## src/rtl/twos_pkg.sv

```systemverilog
// Shared encodings and helpers for the serial two's-complement unit.
package twos_pkg;

  localparam logic [1:0] MODE_PASS = 2'b00;
  localparam logic [1:0] MODE_NEG  = 2'b01;
  localparam logic [1:0] MODE_ABS  = 2'b10;

  typedef enum logic [1:0] {
    ST_IDLE = 2'b00,
    ST_RUN  = 2'b01,
    ST_DONE = 2'b10
  } state_e;

  function automatic int unsigned num_digits(input int unsigned width, input int unsigned digit);
    return width / digit;
  endfunction

endpackage

```

## src/rtl/twos_digit_cell.sv

```systemverilog
// One DIGIT-bit slice of the complement chain: optional invert, then add the incoming carry.
module twos_digit_cell #(
  parameter int unsigned DIGIT = 4
) (
  input  logic [DIGIT-1:0] a,
  input  logic             inv,
  input  logic             cin,
  output logic [DIGIT-1:0] s,
  output logic             cout
);

  logic [DIGIT:0] sum;

  assign sum  = {1'b0, a ^ {DIGIT{inv}}} + {{DIGIT{1'b0}}, cin};
  assign s    = sum[DIGIT-1:0];
  assign cout = sum[DIGIT];

endmodule

```

## src/rtl/twos_complement_serial.sv

```systemverilog
// Digit-serial pass / negate / absolute value unit with valid/ready on both sides.
module twos_complement_serial
  import twos_pkg::*;
#(
  parameter int unsigned WIDTH = 16,
  parameter int unsigned DIGIT = 4
) (
  input  logic             clk,
  input  logic             rst,
  input  logic             in_valid,
  output logic             in_ready,
  input  logic [WIDTH-1:0] in_data,
  input  logic [1:0]       in_mode,
  output logic             out_valid,
  input  logic             out_ready,
  output logic [WIDTH-1:0] out_data,
  output logic             out_ovf,
  output logic             out_zero
);

  localparam int unsigned   N       = num_digits(WIDTH, DIGIT);
  localparam int unsigned   CW      = (N > 1) ? $clog2(N) : 1;
  localparam logic [CW-1:0] LastCnt = CW'(N - 1);

  if (WIDTH < 2 || DIGIT < 1 || DIGIT > WIDTH || (WIDTH % DIGIT) != 0) begin : gen_param_check
    $error("twos_complement_serial: WIDTH must be >= 2 and a multiple of DIGIT");
  end

  state_e               state_q, state_d;
  logic                 accept;
  logic [CW-1:0]        cnt_q;
  logic [WIDTH-1:0]     op_q;
  logic [WIDTH-1:0]     res_q;
  logic                 carry_q;
  logic                 inv_q;
  logic                 msb_q;
  logic [WIDTH-1:0]     out_data_q;
  logic                 out_ovf_q;
  logic                 out_zero_q;
  logic                 inv_in;
  logic [DIGIT-1:0]     digit_s;
  logic                 digit_cout;
  logic [WIDTH+DIGIT-1:0] res_cat;
  logic [WIDTH-1:0]     res_shift;

  // State register
  always_ff @(posedge clk) begin
    if (rst) begin
      state_q <= ST_IDLE;
    end else begin
      state_q <= state_d;
    end
  end

  // Next-state logic
  always_comb begin
    state_d = state_q;
    unique case (state_q)
      ST_IDLE: if (accept) state_d = ST_RUN;
      ST_RUN:  if (cnt_q == LastCnt) state_d = ST_DONE;
      ST_DONE: if (out_ready) state_d = accept ? ST_RUN : ST_IDLE;
      default: state_d = ST_IDLE;
    endcase
  end

  // Handshake outputs
  always_comb begin
    in_ready  = ~rst & ((state_q == ST_IDLE) | ((state_q == ST_DONE) & out_ready));
    out_valid = (state_q == ST_DONE);
    accept    = in_valid & in_ready;
  end

  assign inv_in = (in_mode == MODE_NEG) | ((in_mode == MODE_ABS) & in_data[WIDTH-1]);

  twos_digit_cell #(
    .DIGIT(DIGIT)
  ) u_cell (
    .a   (op_q[DIGIT-1:0]),
    .inv (inv_q),
    .cin (carry_q),
    .s   (digit_s),
    .cout(digit_cout)
  );

  // New digit enters at the MSB end; after N steps the first digit sits at the LSB.
  assign res_cat   = {digit_s, res_q};
  assign res_shift = res_cat[WIDTH+DIGIT-1:DIGIT];

  always_ff @(posedge clk) begin
    if (rst) begin
      cnt_q      <= '0;
      op_q       <= '0;
      res_q      <= '0;
      carry_q    <= 1'b0;
      inv_q      <= 1'b0;
      msb_q      <= 1'b0;
      out_data_q <= '0;
      out_ovf_q  <= 1'b0;
      out_zero_q <= 1'b0;
    end else if (accept) begin
      cnt_q   <= '0;
      op_q    <= in_data;
      msb_q   <= in_data[WIDTH-1];
      inv_q   <= inv_in;
      carry_q <= inv_in;
    end else if (state_q == ST_RUN) begin
      cnt_q   <= cnt_q + CW'(1);
      op_q    <= op_q >> DIGIT;
      res_q   <= res_shift;
      carry_q <= digit_cout;
      if (cnt_q == LastCnt) begin
        out_data_q <= res_shift;
        out_ovf_q  <= inv_q & msb_q & res_shift[WIDTH-1];
        out_zero_q <= ~|res_shift;
      end
    end
  end

  assign out_data = out_data_q;
  assign out_ovf  = out_ovf_q;
  assign out_zero = out_zero_q;

endmodule

```

## config.mk

```make
export PLATFORM = sky130hd
export DESIGN_NAME = twos_complement_serial
export DESIGN_NICKNAME = d
export VERILOG_FILES = /design/src/rtl/twos_pkg.sv /design/src/rtl/twos_digit_cell.sv /design/src/rtl/twos_complement_serial.sv
export SDC_FILE = /design/constraint.sdc
export NUM_CORES = 1
export LEC_CHECK = 0
export CAP_MARGIN = 20
export CORE_ASPECT_RATIO = 0.75
export CORE_UTILIZATION = 38
export CTS_BUF_LIST = sky130_fd_sc_hd__clkbuf_2 sky130_fd_sc_hd__clkbuf_4 sky130_fd_sc_hd__clkbuf_8
export DETAILED_ROUTE_END_ITERATION = 10
export SLEW_MARGIN = 5
export SYNTH_ARGS = -nofsm -noshare
export SYNTH_HDL_FRONTEND = slang
export SYNTH_SLANG_ARGS = --single-unit
```

## constraint.sdc

```tcl
create_clock -name clk -period 3 [get_ports clk]
set_input_delay 0.75 -clock clk [delete_from_list [all_inputs] [get_ports clk]]
set_output_delay 0.75 -clock clk [all_outputs]
set_load 0.05 [all_outputs]
```

==> results by group <==
Power and ir drop
  • Pwr per Cell Area: 481 nW/um2
  • Maximum vdd drop: 0.222 mV
  • Clock share of power: 30.5%
  • Switching component of the power: 0.000317 W
  • Internal power summed over all cells: 0.000963 W
  • Portion of total power attributed to combinational logic: 11.4%
  • Leakage component of the power: 0.920 nW
  • Switching power as a share of total power: 24.8%
  • Seq pwr share: 58.1%

Critical path
  • Critical path's slowest cell: sky130_fd_sc_hd__clkdlybuf4s50_1
  • Worst Setup End Kind: output pin
  • Worst flop-to-flop path endpoint: out_zero
  • CP peak stage delay: 460 ps
  • CP Cell Sequence: clkdlybuf4s50_1 -> and2b_1 -> nor3_1 -> buf_12
  • Launching point of the worst reg2reg path: inv_q
  • Largest delay contributor family on the critical path: buffers and inverters
  • Bufs and invs on worst path: 2
  • Number of cells on the worst reg-to-reg path: 7
  • Arrival time reported for the critical path endpoint: 1920 ps
  • Type of the setup path with the least slack: input port to output pin
  • Worst setup SP type: input port
  • Req. time, crit path: 2250 ps
  • Highest fanout seen on the critical path: 3
  • FF-to-FF setup slack: 1080 ps

Route
  • Routed Antenna Nets: 0
  • Overall via count from detail_route: 1762
  • DRC violation total after the first TritonRoute iteration: 89
  • Routed wire length: 4480 um
  • Final routed wire length divided by cell count: 12.2 um
  • Avg Vias per Cell: 4.79
  • # DRC: 0
  • DR pass1 iterations: 4

Hold path
  • Worst hold path endpoint: out_data[6]
  • Start point of the worst hold path: out_data[6]
  • Number of instances on the worst hold path: 2
  • Class of the tightest hold or removal check: register to register

Floorplan
  • Number of rows created at floorplan: 23
  • Die W: 88.4 um
  • Number of I/O pins: 42
  • Overall die area: 5910 um2
  • Die Ht: 66.8 um
  • Floorplan core area: 5380 um2
  • Starting utilization of the core area: 39.5%

Synth
  • Syn Inst Count: 257
  • Number of distinct library cells after synthesis: 29
  • #FFs+latches synth: 53
  • Multiplexer share of the synthesized area: 0.470%
  • Average cell area after synthesis: 8.28 um2
  • Asr flop ratio synth: 0%
  • Post-synth top cells: 71 x sky130_fd_sc_hd__nand2_1, 53 x sky130_fd_sc_hd__dfxtp_1, 48 x sky130_fd_sc_hd__a21oi_1
  • Cell with the most instances after synthesis: sky130_fd_sc_hd__nand2_1
  • Share of the yosys chip area belonging to registers: 49.9%
  • Number of synthesized flops with an enable pin: 0
  • Flip-flop cell with the highest count after synthesis: sky130_fd_sc_hd__dfxtp_1
  • Post-synth top area cell: sky130_fd_sc_hd__dfxtp_1
  • Synthesized cell area: 2130 um2
  • Syn. warnings: 0
  • Total nets after synthesis: 282
  • Post-synthesis xor/xnor area fraction: 2.88%
  • Adder-cell area share of the yosys netlist: 1.76%
  • Post-synthesis compound-gate area fraction: 19.0%
  • Dominant combinational cell family by area after synthesis: simple AND/OR/NAND/NOR gates
  • Biggest area contributors in the synthesized netlist: sky130_fd_sc_hd__dfxtp_1 50%, sky130_fd_sc_hd__nand2_1 13%, sky130_fd_sc_hd__a21oi_1 11%
  • Post-Synth Simple-Gate Area: 20.9%
  • Area share of the largest cell type after synthesis: 49.9%

Clock tree
  • CTS tree: done
  • Clk pin slew, worst setup/hold paths: 90 ps
  • Post-CTS Hold Fix Bufs: 0
  • Number of CTS-inserted buffers: 5
  • Cells resized by post-CTS repair: 0
  • Later-pin clock latency in the skew report: 300 ps
  • Sinks on Clock Net: 53
  • CTS HTree Levels: 2
  • Setup fix buffers added after clock tree synthesis: 0
  • Clock root buffer: sky130_fd_sc_hd__clkbuf_8
  • Clk buf depth: 2

Final layout
  • Count of antenna diodes in the layout: 0
  • Fraction of layout instances using a drive strength above 1: 5.80%
  • Layout Utilization: 49.5%
  • Area delta synth->final: 25.2%
  • Area taken by multi-input logic gates: 960 um2
  • Finished Layout Cells: 368
  • Layout fillers: 552
  • Register area: 1060 um2
  • Post-layout net count: 317
  • Post-route design area: 2670 um2

Placed design
  • RePlAce Congestion: 0.759
  • I/O Buffers: 41
  • Cell count after placement: 360
  • Placed standard-cell area: 2580 um2
  • DP HPWL: 3060 um

STA
  • Setup violators final: 0
  • Period minus WS final: 2670 ps
  • Final-layout worst hold slack: 457 ps
  • Max-slew violations: 0
  • Count of endpoints failing hold in the final timing report: 0
  • Worst relative slew slack: 42.1%
  • RSZ-0062 raised after global routing: false
  • Worst Tran Pin Value: 866 ps
  • Max Clock Skew: 3.50 ps
  • Post-route fraction of the period consumed by the critical path: 88.9%
  • Peak Freq: 375 MHz
  • Total negative slack: 0 ps

Global route
  • Number of global-route vias before repair: 1468
  • Total Routing Usage GR: 16.3%
  • Pin count of the biggest net entering global routing: 33
  • Overflow after GRT: 0
  • Initial antenna violation count: 0
  • Global-route wire length before repair: 7280 um

Flow run
  • Count of maximum capacitance violations: 0

Status
  • Run status: finished clean
## state kept, by name, indices dropped and copies added (netlist names)
register  count
carry_q       1
msb_q         1
out_zero      1
op_q         16
out_data     16
inv_q         1
state_q       2
out_ovf       1
cnt_q         2
res_q        12
## final cells by class
type | instances | area share (%)
Sequential cell | 53 | 39.8
Multi-Input combinational cell | 183 | 36.0
Timing Repair Buffer | 46 | 17.0
Tap cell | 75 | 3.52
Clock buffer | 6 | 2.86
Inverter | 3 | 0.423
Clock inverter | 2 | 0.376
## worst max-delay path by stage
stage,from,endpoint,cells after the start
floorplan,rst,in_ready,3
global placement,out_ready,in_ready,4
detailed placement,out_ready,in_ready,4
CTS,out_ready,in_ready,4
global route,out_ready,in_ready,4
finish,out_ready,in_ready,4
## tightest hold or removal path, cell delays in order, from the launching register on
cell and delay (ps):
sky130_fd_sc_hd__dfxtp_1 320, sky130_fd_sc_hd__nand2_1 50, sky130_fd_sc_hd__a21oi_1 50
## stage by stage
stage / power [W] / setup slack (ps)
2_1_floorplan: 0.000852 / 33.5
3_3_place_gp: 0.000906 / 329
3_5_place_dp: 0.000907 / 348
4_1_cts: 0.00130 / 326
5_1_grt: 0.00134 / 261
6_report: 0.00128 / 333
## power by group through the flow
stage                     sequential (W)  combinational (W)  clock [W]
final                           0.000744           0.000146   0.000390
after global placement          0.000760           0.000146          0
after CTS                       0.000744           0.000147   0.000407
after global routing            0.000747           0.000162   0.000428
after floorplan                 0.000754          0.0000985          0
after detailed placement        0.000760           0.000147          0
## logic make-up after synthesis
group	after synthesis
fa+ha+maj	3
xor+xnor	7
buf+inv	21
flops	53
mux	1
compound gates	70
simple gates	102
## routing by layer
metal	GRT usage, %	vias up	routed length (um)
met5	0	-	0
met4	6.05	0	43
met3	3.72	5	175
met2	21.4	39	1810
met1	25.0	778	2450
li1	-	940	-
## cells in the final DEF (no fill, tap or decap), drive strengths merged, types with 3 or more instances in the layout
cell	instances
nand2	72
dfxtp	53
a21oi	48
clkdlybuf4s50	39
a22oi	12
nor2	10
buf	7
clkbuf	6
nor3	5
xnor2	5
o21ai	4
nor4	4
inv	3
nand2b	3
ha	3
Note: power is estimated with default switching activity, not from simulation.
==> patch 1 (same settings) <==
`WIDTH`: 16 -> 32.
--- a/src/rtl/twos_complement_serial.sv
+++ b/src/rtl/twos_complement_serial.sv
@@ -2,7 +2,7 @@
 module twos_complement_serial
   import twos_pkg::*;
 #(
-  parameter int unsigned WIDTH = 16,
+  parameter int unsigned WIDTH = 32,
   parameter int unsigned DIGIT = 4
 ) (
   input  logic             clk,
Interface: changed (resized in_data and out_data); port bits go from 42 to 74. The function was not compared with the original's and may differ.
==> patch 1 against the unedited design <==
- sequential cell count increased by 49
- total power grew 98%
- synthesized area rose by 88%
- worst setup slack gained 4.8 ps
- clock skew is 8.8 ps higher
- synthesized cell count is 88% higher
- wire length up 100%
- clock power is 120% higher
- utilization decreased by 0.98 points
- design area up 87%
==> patch 1: results (changes against the unedited design) <==
- Fillers: 1066 (was 552)
- H-tree levels: 3 (was 2)
- Highest fanout seen on the critical path: 4 (was 3)
- Hold slack final: 458.4 ps (was 456.6 ps)
- Later-pin clock latency in the skew report: 360 ps (was 300 ps)
- Ratio of total power to cell area: 510.2 nW/µm² (was 480.6 nW/µm²)
- Worst voltage drop across the vdd grid: 0.0002328 V (was 0.0002221 V)
- Syn_nets: 526 (was 282)
- Switching pwr: 652.6 µW (was 317.4 µW)
- Pleak: 1.653 nW (was 0.9198 nW)
- Fin Clk Skew: 12.32 ps (was 3.498 ps)
- Largest cells by area after synthesis: dfxtp_1 51%, nand2_1 14%, a21oi_1 12%, a22oi_1 4.9%, buf_6 2.0% (was dfxtp_1 50%, nand2_1 13%, a21oi_1 11%, a22oi_1 4.2%, buf_4 2.1%)
- Port bufs: 73 (was 41)
- Result of the run: completed (unchanged)
- Final WL: 9178 µm (was 4482 µm)
- R2R setup slack: 920 ps (was 1080 ps)
- FF/Latch Area: 2042 µm² (was 1061 µm²)
- Detail-routed net length per standard cell: 13.54 µm (was 12.18 µm)
- Mux cell area share after synthesis: 0.4995% (was 0.4703%)
- Combinational group power: 255 µW (was 146 µW)
- WHS Endpoint: out_data[23]$_SDFFE_PP0P_ (was out_data[6]$_SDFFE_PP0P_)
- Start point of the worst hold path: out_data[23]$_SDFFE_PP0P_ (was out_data[6]$_SDFFE_PP0P_)
- Total clock buffers created by CTS: 9 (was 5)
- Compound-Gate Fraction of Synth Area: 20.36% (was 19.05%)
- Relative slew slack: 41.43% (was 42.06%)
- Distinct cell type count of the synthesized netlist: 38 (was 29)
- GRT Util Overall: 17.35% (was 16.29%)
- Global-route wire length before repair: 15330 µm (was 7279 µm)
- Ratio of cells with drive above 1 in the final layout: 5.720% (was 5.802%)
- DP Worst Slack: 355.3 ps (was 347.6 ps)
- Fin nets: 580 (was 317)
- Number of instances in the placed design: 663 (was 360)
[patch 1: cell count changes in the layout (fill, tap and decap cells not counted), moves of 5 or more]
cell	change
a21oi_1	+47
dfxtp_1	+49
clkdlybuf4s50_1	+32
a22oi_1	+14
nand2_1	+83
nor4_1	+5
[patch 1: routing by layer]
layer  up-vias  track usage [%]  part of all wire (%)  wire (µm)
met3         4            4.209                   3.5        318
met1      1603            23.61                    51       4673
met2        75            27.63                    45       4108
li1       1742                -                     -          -
met5         -                0                     0          0
met4         0            4.115                  0.85         78
[patch 1: layout make-up]
| cell class | instances | share of cell area (%) |
|---|---|---|
| sequential | 102 | 41.04 |
| clock buffer | 9 | 2.489 |
| timing repair buffer | 79 | 16.24 |
| clock inverter | 6 | 1.383 |
| tap | 136 | 3.420 |
| multi-input combinational | 343 | 35.20 |
| inverter | 3 | 0.2263 |
[patch 1: kinds of logic (layout without fill, tap and decap cells)]
group           after synthesis  after routing
compound gates              137            137
flops                       102            102
xor+xnor                      5              5
fa+ha+maj                     4              4
simple gates                195            195
buf+inv                      39             97
mux                           2              2
[patch 1: worst max-delay path by stage]
stage | startpoint | to | slack (ps) | depth (start not counted)
6_report | out_ready | in_ready | 340 | 4
5_1_grt | state_q[1]$_SDFFE_PP0P_ | out_valid | 250 | 3
4_1_cts | state_q[1]$_SDFFE_PP0P_ | out_valid | 320 | 3
3_5_place_dp | out_ready | in_ready | 360 | 4
3_3_place_gp | out_ready | in_ready | 370 | 4
2_1_floorplan | rst | in_ready | 100 | 2
[patch 1: worst max-delay path: stages]
cell and delay, ps:
clkdlybuf4s50_1 450, inv_1 80, a211oi_1 430, buf_12 200
==> patch 2 (config.mk and constraints unchanged) <==
Made on the original files. Encoding of `state_e`: now one-hot (3 bits for 3 states).
--- a/src/rtl/twos_pkg.sv
+++ b/src/rtl/twos_pkg.sv
@@ -5,10 +5,10 @@
   localparam logic [1:0] MODE_NEG  = 2'b01;
   localparam logic [1:0] MODE_ABS  = 2'b10;
 
-  typedef enum logic [1:0] {
-    ST_IDLE = 2'b00,
-    ST_RUN  = 2'b01,
-    ST_DONE = 2'b10
+  typedef enum logic [2:0] {
+    ST_IDLE = 3'b001,
+    ST_RUN  = 3'b010,
+    ST_DONE = 3'b100
   } state_e;
 
   function automatic int unsigned num_digits(input int unsigned width, input int unsigned digit);
Function: same outputs for any inputs over 10 cycles, from zero or initial values and one cycle with rst high; not proved beyond that.
==> patch 2 against the unedited design <==
- the run now ends with design-rule violations left
- worst hold slack better by 0.76 ps
- worst setup slack worse by 64 ps
- design area up 7.4%
- synthesized cell count up 5.8%
- total power up 10%
- wire length up 8.0%
- clock skew up 3.8 ps
- sequential power up 2%
- synthesized area up 8.0%
- sequential cell count up 1
- non-clock buffer count up 1
==> patch 2: results (changes against the unedited design) <==
- Fraction of the yosys area taken by sequential cells: 47.03% (was 49.85%)
- Ratio of total power to cell area: 493.0 nW/µm² (was 480.6 nW/µm²)
- Worst r2r src: inv_q$_SDFFE_PP0N_ (was inv_q$_SDFFE_PP0P_)
- First-iteration detailed-routing DRC count: 113 (was 89)
- Estimated wirelength of the detail-placed design: 3301 µm (was 3056 µm)
- Met1 Usage GRT: 24.26% (was 25.04%)
- Met3 capacity usage during global routing: 4.715% (was 3.717%)
- Reg-to-reg endpoint: out_ovf$_SDFFE_PP0P_ (was out_zero$_SDFFE_PP0P_)
- Pleak: 1.017 nW (was 0.9198 nW)
- Met2 wire len: 2007 µm (was 1812 µm)
- Relative slew slack: 54.04% (was 42.06%)
- Worst-case clock buffer depth: 2 (unchanged)
- Largest net degree at the start of global routing: 55 (was 33)
- Number of vias in the routed layout: 1930 (was 1762)
- Max Fclk: 0.3662 GHz (was 0.3750 GHz)
- Ratio of cells with drive above 1 in the final layout: 8.738% (was 5.802%)
- Violated checks: design-rule violations
- Fin nets: 333 (was 317)
- DRT met1 WL: 2569 µm (was 2451 µm)
- Synth cell count leaders: 73 x nand2_1, 54 x dfxtp_1, 49 x a21oi_1 (was 71 x nand2_1, 53 x dfxtp_1, 48 x a21oi_1)
- Clock-net power: 497 µW (was 390 µW)
- Detail-routed net length per standard cell: 12.51 µm (was 12.18 µm)
- Worst voltage drop across the vdd grid: 0.0002669 V (was 0.0002221 V)
- Worst setup endpoint: out_valid (was in_ready)
- Number of global-route vias before repair: 1679 (was 1468)
- Routed length on met3: 233 µm (was 175 µm)
- DP Worst Slack: 268.0 ps (was 347.6 ps)
- Syn_nets: 297 (was 282)
- GRT Util Overall: 15.97% (was 16.29%)
- Hold slack final: 457.4 ps (was 456.6 ps)
- Fin Clk Skew: 7.305 ps (was 3.498 ps)
- Number of detailed-routing iterations run before antenna repair: 7 (was 4)
- R2R setup slack: 920 ps (was 1080 ps)
- Start point of the worst hold path: out_data[14]$_SDFFE_PP0P_ (was out_data[6]$_SDFFE_PP0P_)
- Launching element of the worst setup path: state_q[2]$_SDFFE_PP0P_ (was out_ready)
- WHS Endpoint: out_data[14]$_SDFFE_PP0P_ (was out_data[6]$_SDFFE_PP0P_)
- Fraction of met2 tracks used by global routing: 22.06% (was 21.44%)
- Largest cells by area after synthesis: dfxtp_1 47%, nand2_1 12%, a21oi_1 11%, a22oi_1 3.3%, a211oi_1 1.6% (was dfxtp_1 50%, nand2_1 13%, a21oi_1 11%, a22oi_1 4.2%, buf_4 2.1%)
- Global-route wire length before repair: 8135 µm (was 7279 µm)
- Fillers: 589 (was 552)
- Result of the run: complete, but fails checks (was completed)
- Distinct cell type count of the synthesized netlist: 40 (was 29)
- Internal power consumption: 1.059 mW (was 963.4 µW)
- Weighted congestion reported at the end of routability-driven placement: 0.7095 (was 0.7593)
- Drt drc: 1 (was 0)
- Total sequential power: 756 µW (was 744 µW)
- Highest fanout seen on the critical path: 6 (was 3)
==> patch 2: final cells by class <==
class | instances | area (µm²) | area share, %
sequential | 54 | 1081 | 37.76
timing repair buffer | 47 | 460.4 | 16.08
clock buffer | 5 | 68.82 | 2.404
clock inverter | 3 | 45.04 | 1.573
inverter | 2 | 7.507 | 0.2622
tap | 78 | 97.59 | 3.409
multi-input combinational | 198 | 1102 | 38.51
==> patch 2: logic make-up after synthesis <==
logic type,after synthesis,synth area share [%]
multiplexers,1,0.4355
XOR/XNOR,5,1.906
flip-flops,54,47.03
AO/OA/AOI/OAI,77,21.29
buffers and inverters,20,5.008
adder cells (fa/ha/maj),3,1.633
AND/OR/NAND/NOR,112,22.70
==> patch 2: metrics by stage <==
stage,std cells,cell area (µm²)
final,387,2863
after global placement,379,2749
after global routing,387,2863
after floorplan,272,2298
after detailed placement,379,2749
after CTS,387,2863
==> patch 2: worst max-delay path: stages (launching register included) <==
cell and delay, ps:
dfxtp_1 470, or2b_1 300, nor2_1 100, clkdlybuf4s50_1 800
